--- src/rtl/pipeline_pkg.sv ---
// Shared types and constants for the instruction fetch unit.
package pipeline_pkg;

  typedef enum logic [1:0] {
    FETCH = 2'd0,
    WAIT  = 2'd1,
    YIELD = 2'd2
  } fetch_state_t;

  localparam logic [7:0]  NOP_OPCODE           = 8'h00;
  localparam logic [15:0] DEFAULT_RESET_VECTOR = 16'h0000;

endpackage

--- src/rtl/fetch_fifo.sv ---
// Prefetch FIFO: synchronous, power-of-two depth, flush overrides push/pop.
module fetch_fifo #(
  parameter int WIDTH = 8,
  parameter int DEPTH = 2,
  localparam int PW = $clog2(DEPTH),
  localparam int CW = PW + 1
) (
  input  logic             clk,
  input  logic             reset_n,
  input  logic             push,
  input  logic [WIDTH-1:0] data_in,
  input  logic             pop,
  input  logic             flush,
  output logic [WIDTH-1:0] data_out,
  output logic             full,
  output logic             empty,
  output logic [CW-1:0]    count
);

  logic [WIDTH-1:0] mem [DEPTH];
  logic [PW-1:0]    rd_ptr;
  logic [PW-1:0]    wr_ptr;
  logic             push_ok;
  logic             pop_ok;

  assign full     = (count == CW'(DEPTH));
  assign empty    = (count == '0);
  assign pop_ok   = pop && !empty;
  // A full FIFO still accepts a push when the head leaves on the same edge.
  assign push_ok  = push && !flush && (!full || pop_ok);
  assign data_out = mem[rd_ptr];

  always_ff @(posedge clk) begin
    if (push_ok) mem[wr_ptr] <= data_in;
  end

  always_ff @(posedge clk or negedge reset_n) begin
    if (!reset_n) begin
      rd_ptr <= '0;
      wr_ptr <= '0;
      count  <= '0;
    end else if (flush) begin
      rd_ptr <= '0;
      wr_ptr <= '0;
      count  <= '0;
    end else begin
      if (push_ok) wr_ptr <= wr_ptr + PW'(1);
      if (pop_ok)  rd_ptr <= rd_ptr + PW'(1);
      if (push_ok && !pop_ok)      count <= count + CW'(1);
      else if (!push_ok && pop_ok) count <= count - CW'(1);
    end
  end

endmodule

--- src/rtl/pipeline_fetch.sv ---
// Instruction fetch unit: owns the PC, issues byte reads, feeds stage 1 via a prefetch FIFO.
// Optional macro FETCH_PC_TRACE_EN adds the instr_pc output and per-entry address storage.
//
// state | meaning
// FETCH | idle on the bus; issue a read when a FIFO slot is free
// WAIT  | read outstanding, mem_req held until mem_ack
// YIELD | bus released to the external master
module pipeline_fetch
  import pipeline_pkg::*;
#(
  parameter int ADDR_WIDTH = 16,
  parameter int DATA_WIDTH = 8,
  parameter int FIFO_DEPTH = 2,
  parameter logic [ADDR_WIDTH-1:0] RESET_VECTOR = ADDR_WIDTH'(DEFAULT_RESET_VECTOR)
) (
  input  logic                  clk,
  input  logic                  reset_n,
  input  logic                  fetch_suppress,
  input  logic                  bus_request,
  output logic                  bus_grant,
  input  logic                  pc_load,
  input  logic [ADDR_WIDTH-1:0] pc_load_value,
  output logic                  mem_req,
  output logic [ADDR_WIDTH-1:0] mem_addr,
  input  logic                  mem_ack,
  input  logic [DATA_WIDTH-1:0] mem_data,
`ifdef FETCH_PC_TRACE_EN
  output logic [ADDR_WIDTH-1:0] instr_pc,
`endif
  output logic [DATA_WIDTH-1:0] instruction,
  output logic                  instr_valid
);

  localparam int CW = $clog2(FIFO_DEPTH) + 1;
  localparam logic [CW-1:0] DEPTH_C = CW'(FIFO_DEPTH);
`ifdef FETCH_PC_TRACE_EN
  localparam int EW = ADDR_WIDTH + DATA_WIDTH;
`else
  localparam int EW = DATA_WIDTH;
`endif

  fetch_state_t          state;
  logic [ADDR_WIDTH-1:0] pc;
  logic                  discard;
  logic                  fifo_push;
  logic                  fifo_pop;
  logic                  fifo_full;
  logic                  fifo_empty;
  logic [CW-1:0]         fifo_count;
  logic [EW-1:0]         push_entry;
  logic [EW-1:0]         head_entry;
  logic                  slot_free;

  // No read is outstanding while in FETCH, so occupancy alone decides.
  assign slot_free  = fifo_count < DEPTH_C;
  assign fifo_pop   = !pc_load && !fetch_suppress && !fifo_empty;
  assign fifo_push  = (state == WAIT) && mem_ack && !discard && !pc_load;
`ifdef FETCH_PC_TRACE_EN
  assign push_entry = {mem_addr, mem_data};
`else
  assign push_entry = mem_data;
`endif

  fetch_fifo #(.WIDTH(EW), .DEPTH(FIFO_DEPTH)) u_fifo (
    .clk      (clk),
    .reset_n  (reset_n),
    .push     (fifo_push && (!fifo_full || fifo_pop)),
    .data_in  (push_entry),
    .pop      (fifo_pop),
    .flush    (pc_load),
    .data_out (head_entry),
    .full     (fifo_full),
    .empty    (fifo_empty),
    .count    (fifo_count)
  );

  always_ff @(posedge clk or negedge reset_n) begin
    if (!reset_n) begin
      state     <= FETCH;
      pc        <= RESET_VECTOR;
      discard   <= 1'b0;
      mem_req   <= 1'b0;
      mem_addr  <= '0;
      bus_grant <= 1'b0;
    end else begin
      case (state)
        FETCH: begin
          if (pc_load) pc <= pc_load_value;
          if (bus_request) begin
            state <= YIELD;
          end else if (!pc_load && slot_free) begin
            mem_req  <= 1'b1;
            mem_addr <= pc;
            state    <= WAIT;
          end
        end
        WAIT: begin
          if (mem_ack) begin
            mem_req <= 1'b0;
            discard <= 1'b0;
            // A redirected read leaves pc on the target rather than advancing it.
            if (pc_load)      pc <= pc_load_value;
            else if (!discard) pc <= pc + ADDR_WIDTH'(1);
            state <= bus_request ? YIELD : FETCH;
          end else if (pc_load) begin
            pc      <= pc_load_value;
            discard <= 1'b1;
          end
        end
        YIELD: begin
          if (pc_load) pc <= pc_load_value;
          if (bus_request) begin
            bus_grant <= 1'b1;
          end else begin
            bus_grant <= 1'b0;
            state     <= FETCH;
          end
        end
        default: state <= FETCH;
      endcase
    end
  end

  always_ff @(posedge clk or negedge reset_n) begin
    if (!reset_n) begin
      instruction <= DATA_WIDTH'(NOP_OPCODE);
      instr_valid <= 1'b0;
`ifdef FETCH_PC_TRACE_EN
      instr_pc    <= '0;
`endif
    end else if (pc_load || fetch_suppress || fifo_empty) begin
      instruction <= DATA_WIDTH'(NOP_OPCODE);
      instr_valid <= 1'b0;
`ifdef FETCH_PC_TRACE_EN
      instr_pc    <= '0;
`endif
    end else begin
      instruction <= head_entry[DATA_WIDTH-1:0];
      instr_valid <= 1'b1;
`ifdef FETCH_PC_TRACE_EN
      instr_pc    <= head_entry[EW-1:DATA_WIDTH];
`endif
    end
  end

endmodule

--- config.mk ---
export PLATFORM = sky130hd
export DESIGN_NAME = pipeline_fetch
export DESIGN_NICKNAME = d
export VERILOG_FILES = /design/src/rtl/pipeline_pkg.sv /design/src/rtl/fetch_fifo.sv /design/src/rtl/pipeline_fetch.sv
export SDC_FILE = /design/constraint.sdc
export NUM_CORES = 1
export LEC_CHECK = 0
export CAP_MARGIN = 40
export CORE_ASPECT_RATIO = 1.5
export CORE_MARGIN = 1
export CORE_UTILIZATION = 47
export DETAILED_ROUTE_END_ITERATION = 7
export GPL_TIMING_DRIVEN = 0
export PLACE_DENSITY = 0.76
export SLEW_MARGIN = 40
export SYNTH_ARGS = -nofsm -noshare
export SYNTH_HDL_FRONTEND = slang
export SYNTH_HIERARCHICAL = 1
export SYNTH_SLANG_ARGS = --single-unit
--- constraint.sdc ---
create_clock -name clk -period 2.7 [get_ports clk]
set_input_delay 0.405 -clock clk [delete_from_list [all_inputs] [get_ports clk]]
set_output_delay 0.405 -clock clk [all_outputs]
set_load 0.02 [all_outputs]
==> impl_metrics.ini <==
[status]
status = completed

[die]
dieArea_um2 = 6760
fp.coreArea_um2 = 6170
die_h_um = 100
floorplan.initialDensity_pct = 49.0
num_rows = 35
io_pins = 57
die_w_um = 67.5

[placement]
portBuffers = 55
place_ws_ns = -0.794
dpl-instance-area_um2 = 3700
dp_hpwl_um = 4810
place_inst = 390
place_congestion = 0.919

[cts]
clk_pin_slew_worst_paths_ns = 0.07
insertion_delay_ns = 0.35
cts_buffers = 9
root_buffer = clkbuf_8
clock_sinks = 66
cts_tree = built
htreeDepth = 3
cts_buffer_depth = 2

[cells_and_area]
multi_input_area_um2 = 1230
finish.utilization_pct = 64.7
seq_area_um2 = 1730
final_common_cell = clkdlybuf4s50_1
fin_nets = 361
antenna_cells = 0
drive_above_1_share_pct = 19.4
fillers = 477
instances_no_fill = 409
mostFrequentLayoutCells = clkdlybuf4s50_1 (54), dfrtp_1 (50), mux2_2 (23), edfxtp_1 (16), nor2_1 (15)
design_area_um2 = 3990
area_delta_synth_final_pct = 32.1

[synth]
synth_nets = 291
avgSynthCellArea_um2 = 11.6
synth_ff_type = dfrtp_1
syn_area_um2 = 3020
synth-edff-count = 16
async_reset_ff_share_pct = 75.8
synth_seq_area_share_pct = 57.3
synth.largest_area_cell = dfrtp_1
yosys_warnings = 6
synth_cell_types = 49
ys_top_cells_by_area = dfrtp_1 (41%), edfxtp_1 (16%), mux2_2 (8.6%)
postSynthRegisterBits = 66
synthCells = 260
yosysTopAreaCellShare_pct = 41.4

[setup_path]
worstPathRequired_ns = 2.77
critical_path.max_fanout = 15
reg2reg_from = state[1]$_DFFE_PN0P_
cp-end-kind = register
cp-start-kind = primary input
r2r_cells = 7
reg2reg_setup_slack_ns = 0.35
reg2reg_to = u_fifo/mem[1][1]$_DFFE_PP_
slowest_delay_ns = 0.61
critPathLaunch = pc_load
worstSetupPathType = primary input to register
path_delay_family = buffers and inverters
arrival_ns = 2.63
path_buf_inv = 4
crit_path_cell_trace = clkdlybuf4s50_1 -> buf_4 -> clkinvlp_4 -> nand4_1 -> a21oi_1 -> o21ai_2 -> nor3b_4 -> buf_12
cpMaxStageDelayCell = clkdlybuf4s50_1

[grt]
grt_pass1_vias = 2353
grt.total_usage_pct = 22.3
gr-total-overflow = 0
grt_max_degree = 31
grt_antenna_before_repair = 0
grt_pass1_wl_um = 11000

[timing]
finalSetupViolCount = 0
setup_slack_ns = 0.136
whs_ns = 0.359
finalHoldViolations = 0
fin_crit_sh_pct = 94.9
period_needed_ns = 2.56
slew_headroom_pct = 54.1
fmax_mhz = 390
tightest_slew_ns = 0.682
drv_slew = 0
clock_skew_ns = 0.00555
tns_ns = 0

[min_path]
hold_path_class = primary input to register
worstHoldPathCells = 2
min-delay-start = mem_ack
hold-path-endpoint = discard$_DFFE_PN0P_

[route]
highest_layer = met4
wl_per_cell_um = 16.5
vias = 2363
dr_wl_met3_um = 401
detail-route-antenna-nets = 0
drt_first_pass_iters = 4
viasPerCell = 5.78
wl_met2_um = 3590
met1_length_um = 2610
drt_iter0_drc = 210
routed_wirelength_um = 6760
route.detailed.drc = 0

[pwr]
p_total_mw = 2.72
leakage_nw = 1.58
max-vdd-ir-drop_mv = 0.536
p_per_area_nw_per_um2 = 682

[job]
maxCapViolCount = 0
per-layer routing:
layer,track usage (%),vias to the layer above
met5,0,-
met4,9.33,0
met3,6.59,16
met2,38.6,80
met1,24.7,1137
li1,-,1130
flip-flops by register name, indices dropped and copies added (netlist names), 2 cells and up:
signal	flops
instruction	8
mem_addr	16
pc	16
state	2
u_fifo/count	2
u_fifo/mem	16
layout make-up:
cell class	instances	share of cell area [%]
Sequential cell	66	43.4
Multi-Input combinational cell	175	30.9
Timing Repair Buffer	60	15.7
Clock buffer	9	3.10
Clock inverter	7	2.35
Tap cell	74	2.32
Buffer	12	1.63
Inverter	6	0.658
Yosys cell counts (3+ instances only):
library cell	instances
nor3_1	5
and3_1	5
nand2_1	14
o21ai_0	9
a21oi_1	11
or4_1	3
o211ai_1	5
a22oi_1	3
mux2_2	23
dfrtp_1	50
nor2_1	15
o221a_2	3
a211oi_1	3
nand3_1	10
edfxtp_1	16
nand2b_1	3
clkbuf_1	4
inv_1	6
a31oi_1	4
o22ai_1	5
nor4_1	4
nand4_1	10
buf_2	7
and2_1	10
repair_timing:
item / CTS / global route
endpoints found under the hold margin: 20 / 0
hold buffers: 1 / 0
pin swaps: 1 / 2
resized for setup: 3 / 0
setup buffers: 1 / 2
setup endpoints to repair: 16 / 16
worst reg2reg max path, delay by kind of cell (launching register included):
kind            cells  cell delay (ns)
compound gates      2             0.56
buf+inv             2             0.41
flops               1             0.45
simple gates        3             0.66
logic make-up (layout without fill, tap and decap cells):
logic type                 after synthesis  in the layout  synth area share [%]
AOI/OAI and AO/OA                       56             56                  12.6
and+or+nand+nor                         91             91                  16.7
muxes                                   26             26                  9.73
xor gates and xnor gates                 1              1                 0.290
DFF                                     66             66                  57.3
adders and majority gates                1              1                 0.414
buffers and inverters                   19             94                  3.02
worst max-delay path by stage:
| stage | depth (start not counted) | to | slack, ns |
|---|---|---|---|
| after global placement | 7 | u_fifo/mem[1][0]$_DFFE_PP_ | -1.20 |
| after detailed placement | 8 | u_fifo/mem[1][0]$_DFFE_PP_ | -0.79 |
| after CTS | 7 | u_fifo/mem[1][1]$_DFFE_PP_ | 0.03 |
| after floorplan | 6 | u_fifo/mem[1][0]$_DFFE_PP_ | 0.04 |
| final | 8 | u_fifo/mem[1][1]$_DFFE_PP_ | 0.14 |
| after global routing | 8 | u_fifo/mem[1][1]$_DFFE_PP_ | -0.02 |
where the power goes:
part           switching, mW  internal (mW)  leakage, nW  total [mW]
logic                  0.281          0.301        0.718       0.581
clock network          0.389          0.517        0.105       0.906
registers             0.0931           1.14        0.760        1.23
No activity file was read; power rests on OpenSTA's default activity.
